<file path="config.mk">
export PLATFORM = sky130hd
export DESIGN_NAME = adder_sequencer
export DESIGN_NICKNAME = d
export VERILOG_FILES = /design/src/rtl/adder_sequencer.sv
export SDC_FILE = /design/constraint.sdc
export NUM_CORES = 1
export LEC_CHECK = 0
export ABC_AREA = 1
export CORE_ASPECT_RATIO = 0.9
export CORE_UTILIZATION = 31
export CTS_CLUSTER_DIAMETER = 30
export DETAILED_ROUTE_END_ITERATION = 6
export GPL_TIMING_DRIVEN = 0
export SETUP_SLACK_MARGIN = 0.02
export SLEW_MARGIN = 20
export SYNTH_ARGS = -nofsm -noshare
export SYNTH_HDL_FRONTEND = slang
export SYNTH_SLANG_ARGS = --single-unit
</file>
<file path="constraint.sdc">
create_clock -name clk -period 3.5 [get_ports clk]
set_clock_uncertainty 0.2 [all_clocks]
set_input_delay 1.05 -clock clk [delete_from_list [all_inputs] [get_ports clk]]
set_output_delay 1.05 -clock clk [all_outputs]
set_load 0.01 [all_outputs]
</file>
<file path="src/rtl/adder_sequencer.sv">
// Nibble-serial adder/subtractor: one 4-bit ripple slice reused per cycle,
// valid/ready on both request and result sides.
module adder_sequencer #(
  parameter int NIBBLES = 4,
  localparam int W = 4 * NIBBLES,
  localparam int CW = (NIBBLES > 1) ? $clog2(NIBBLES) : 1
) (
  input  logic         clk,
  input  logic         rst,
  input  logic         in_valid,
  output logic         in_ready,
  input  logic [W-1:0] a,
  input  logic [W-1:0] b,
  input  logic         cin,
  input  logic         sub,
  output logic         out_valid,
  input  logic         out_ready,
  output logic [W-1:0] sum,
  output logic         cout,
  output logic         overflow,
  output logic         busy
);

  typedef enum logic [1:0] {
    IDLE,
    RUN,
    DONE
  } state_e;

  state_e        state_q, state_d;
  logic [CW-1:0] cnt_q, cnt_d;
  logic          carry_q, carry_d;
  logic [W-1:0]  a_q, a_d;
  logic [W-1:0]  b_q, b_d;
  logic [W-1:0]  sum_q, sum_d;
  logic          cout_q, cout_d;
  logic          ovf_q, ovf_d;

  logic [3:0]    a4, b4, s4;
  logic          c4;
  logic          last;

  always_comb begin
    a4 = a_q[{cnt_q, 2'b00} +: 4];
    b4 = b_q[{cnt_q, 2'b00} +: 4];
    {c4, s4} = {1'b0, a4} + {1'b0, b4} + {4'b0000, carry_q};
    last = (cnt_q == CW'(NIBBLES - 1));
  end

  always_comb begin
    state_d = state_q;
    cnt_d   = cnt_q;
    carry_d = carry_q;
    a_d     = a_q;
    b_d     = b_q;
    sum_d   = sum_q;
    cout_d  = cout_q;
    ovf_d   = ovf_q;
    unique case (state_q)
      IDLE: begin
        if (in_valid) begin
          a_d     = a;
          b_d     = sub ? ~b : b;
          carry_d = sub ? 1'b1 : cin;
          cnt_d   = '0;
          state_d = RUN;
        end
      end
      RUN: begin
        sum_d[{cnt_q, 2'b00} +: 4] = s4;
        carry_d = c4;
        if (last) begin
          // s4[3] is the result sign bit; b_q is already the effective operand
          cout_d  = c4;
          ovf_d   = (a_q[W-1] == b_q[W-1]) && (s4[3] != a_q[W-1]);
          state_d = DONE;
        end else begin
          cnt_d = cnt_q + 1'b1;
        end
      end
      DONE: begin
        if (out_ready) state_d = IDLE;
      end
      default: state_d = IDLE;
    endcase
  end

  always_ff @(posedge clk) begin
    if (rst) begin
      state_q <= IDLE;
      cnt_q   <= '0;
      carry_q <= 1'b0;
      a_q     <= '0;
      b_q     <= '0;
      sum_q   <= '0;
      cout_q  <= 1'b0;
      ovf_q   <= 1'b0;
    end else begin
      state_q <= state_d;
      cnt_q   <= cnt_d;
      carry_q <= carry_d;
      a_q     <= a_d;
      b_q     <= b_d;
      sum_q   <= sum_d;
      cout_q  <= cout_d;
      ovf_q   <= ovf_d;
    end
  end

  assign in_ready  = (state_q == IDLE);
  assign out_valid = (state_q == DONE);
  assign busy      = (state_q == RUN) || (state_q == DONE);
  assign sum       = sum_q;
  assign cout      = cout_q;
  assign overflow  = ovf_q;

endmodule

</file>
==> impl_metrics.py <==
metrics = {
    "run_status": {
        "run_status": "completed",
    },
    "critical_path": {
        "setup.worst_path.start": "cnt_q[1]",
        "path_max_fanout": 13,
        "startpoint_type": "flop",
        "cp.arrival_ps": 3100,
        "timing.rr.start": "cnt_q[1]",
        "endpoint_kind": "flop",
        "setup.worst_path.class": "flop to flop",
        "crit_required_ps": 3540,
        "ff2ff_setup_slack_ps": 440,
    },
    "hold_path": {
        "hp-class": "flop to flop",
        "worstHoldStart": "sum[3]",
    },
    "floorplan": {
        "io_pins": 59,
        "core_um2": 8150,
        "design.die.area_um2": 8860,
        "start_util": 0.323,
        "die_height_um": 89.4,
        "die_w_um": 99.1,
        "rows": 31,
    },
    "cells_and_area": {
        "utilization": 0.419,
        "drive_gt1_frac": 0.0746,
        "antennaDiodeCount": 0,
        "area_delta_synth_final_pct": 29.7,
        "fin_cells": 501,
        "fin_area_um2": 3410,
        "num-nets-final": 454,
    },
    "clock_tree": {
        "tritoncts": "done",
        "clockBufferDepth": 2,
        "clk_latency_ps": 310,
        "ctsHoldBuffers": 0,
        "cts_root_buf": "clkbuf_8",
        "numClockSinks": 55,
        "cts_resized": 0,
        "path_clk_slew_ps": 90,
        "numCtsBuffers": 5,
        "post_cts_buffers": 0,
        "htree_levels": 2,
    },
    "placement": {
        "place_hpwl_um": 4920,
        "gp_congestion": 0.811,
        "dpl_worst_slack_ps": 507,
        "dp_cells": 494,
        "place_area_um2": 3330,
        "io_buffers": 57,
    },
    "route": {
        "drc_errors": 0,
        "wl_per_cell_um": 12.9,
        "antenna_left": 0,
        "num_vias": 2422,
        "drt_iter0_markers": 61,
        "routed_wl_um": 6470,
        "drt_first_pass_iters": 4,
        "vias_per_cell": 4.83,
    },
    "synth": {
        "yosys.area.top_type": "dfxtp_1",
        "yosys_warnings": 0,
        "synth.area.top_cells": "dfxtp_1 42%, o21ai_0 10%, nor2_1 8.4%",
        "synth_enable_flop_cells": 0,
        "yosys.area.top_type_share": 0.418,
        "async_flop_share": 0,
        "syn_nets": 390,
        "synthFlopType": "dfxtp_1",
        "ys_ff_latch": 55,
        "synth_cell_type_count": 29,
        "synth_area_per_cell_um2": 7.79,
        "syn_inst": 338,
        "ys_seq_area_frac": 0.418,
        "synth_area_um2": 2630,
    },
    "sta": {
        "tightest_slew_ps": 452,
        "setup_viol": 0,
        "finalCritPeriodShare": 0.873,
        "drv_slew": 0,
        "max_slew_margin": 0.698,
        "rsz0062_at_grt": "false",
        "max_freq_mhz": 327,
        "fin_crit_ps": 3060,
        "finalHoldViolCount": 0,
        "fin_ws_ps": 443,
        "finalSetupTns_ps": 0,
        "hold_slack_ps": 270,
    },
    "pwr": {
        "power_mw": 2.21,
        "p_leak_nw": 1.31,
        "peakVddDrop_mv": 0.223,
        "power.density_nw_per_um2": 647,
    },
    "global_routing": {
        "antenna_found_initial": 0,
        "grt_usage": 0.152,
        "grt_pass1_vias": 2286,
        "grt_max_degree": 16,
        "grt_pass1_wl_um": 10600,
        "grt-ovfl-total": 0,
    },
    "run": {
        "maxCapViolCount": 0,
    },
}
[critical path, stage by stage, from the launching register on]
cell     delay (ps)
dfxtp_1         610
inv_1           310
o21ai_0         150
o22ai_1         120
fa_1            450
fa_1            420
xor2_1          330
nand2_1          80
nor2_1          140
nand2_1          70
a21oi_1         120
[worst paths after layout]
kind,end,depth (start not counted)
worst max-delay path,sum[14],10
worst min register to register,sum[3],2
worst min-delay path,sum[3],2
worst max register to register,sum[14],10
[state kept, by name, summed over array words and instances (netlist names)]
register  cells
a_q          16
b_q          16
carry_q       1
cnt_q         2
cout          1
overflow      1
state_q       2
sum          16
[where the power goes]
| part | switching (mW) | total (mW) | internal [mW] |
|---|---|---|---|
| clock network | 0.199 | 0.355 | 0.156 |
| registers | 0.0848 | 0.848 | 0.763 |
| logic | 0.606 | 1.00 | 0.398 |
| total | 0.891 | 2.21 | 1.32 |
[cells in the mapped netlist (5+ instances only)]
master,n
a21oi_1,33
buf_2,9
clkbuf_1,5
dfxtp_1,55
ha_1,12
inv_1,14
nand2_1,38
nand3_1,7
nor2_1,59
o21ai_0,53
o22ai_1,8
xnor2_1,16
[final cells by class]
type,count,area [µm²]
fill,895,4730
buffer,17,90.1
sequential,55,1100
multi-input combinational,248,1370
timing repair buffer,57,571
tap,99,124
inverter,18,67.6
clock inverter,1,5.00
clock buffer,6,82.6
[metal layers]
| layer | part of all wire | track usage |
|---|---|---|
| met1 | 0.50 | 0.202 |
| met2 | 0.44 | 0.256 |
| met3 | 0.048 | 0.0281 |
| met4 | 0.014 | 0.0468 |
| met5 | 0 | 0 |
[layout by cell type, fill, tap and decap left out, drive strengths merged]
cell type | netlist | routed
nor2 | 62 | 62
clkdlybuf4s50 | 0 | 57
dfxtp | 55 | 55
o21ai | 55 | 55
nand2 | 39 | 39
a21oi | 33 | 33
inv | 18 | 18
xnor2 | 16 | 16
ha | 12 | 12
buf | 12 | 12
clkbuf | 5 | 11
o22ai | 8 | 8
nand3 | 7 | 7
a22oi | 4 | 4
nand4 | 3 | 3
fa | 2 | 2
o221ai | 1 | 1
o211ai | 1 | 1
nand3b | 1 | 1
xor2 | 1 | 1
nor3 | 1 | 1
nor4 | 1 | 1
a31oi | 1 | 1
clkinv | 0 | 1
[kinds of logic (layout without fill, tap and decap cells)]
logic type / after synthesis / count (layout) / share of synthesized area
adders and majority gates: 14 / 14 / 0.0722
xor gates and xnor gates: 17 / 17 / 0.0566
AOI/OAI and AO/OA: 103 / 103 / 0.208
and+or+nand+nor: 114 / 114 / 0.185
DFF: 55 / 55 / 0.418
buffers and inverters: 35 / 99 / 0.0599
Note: power is estimated with default switching activity, not from simulation.
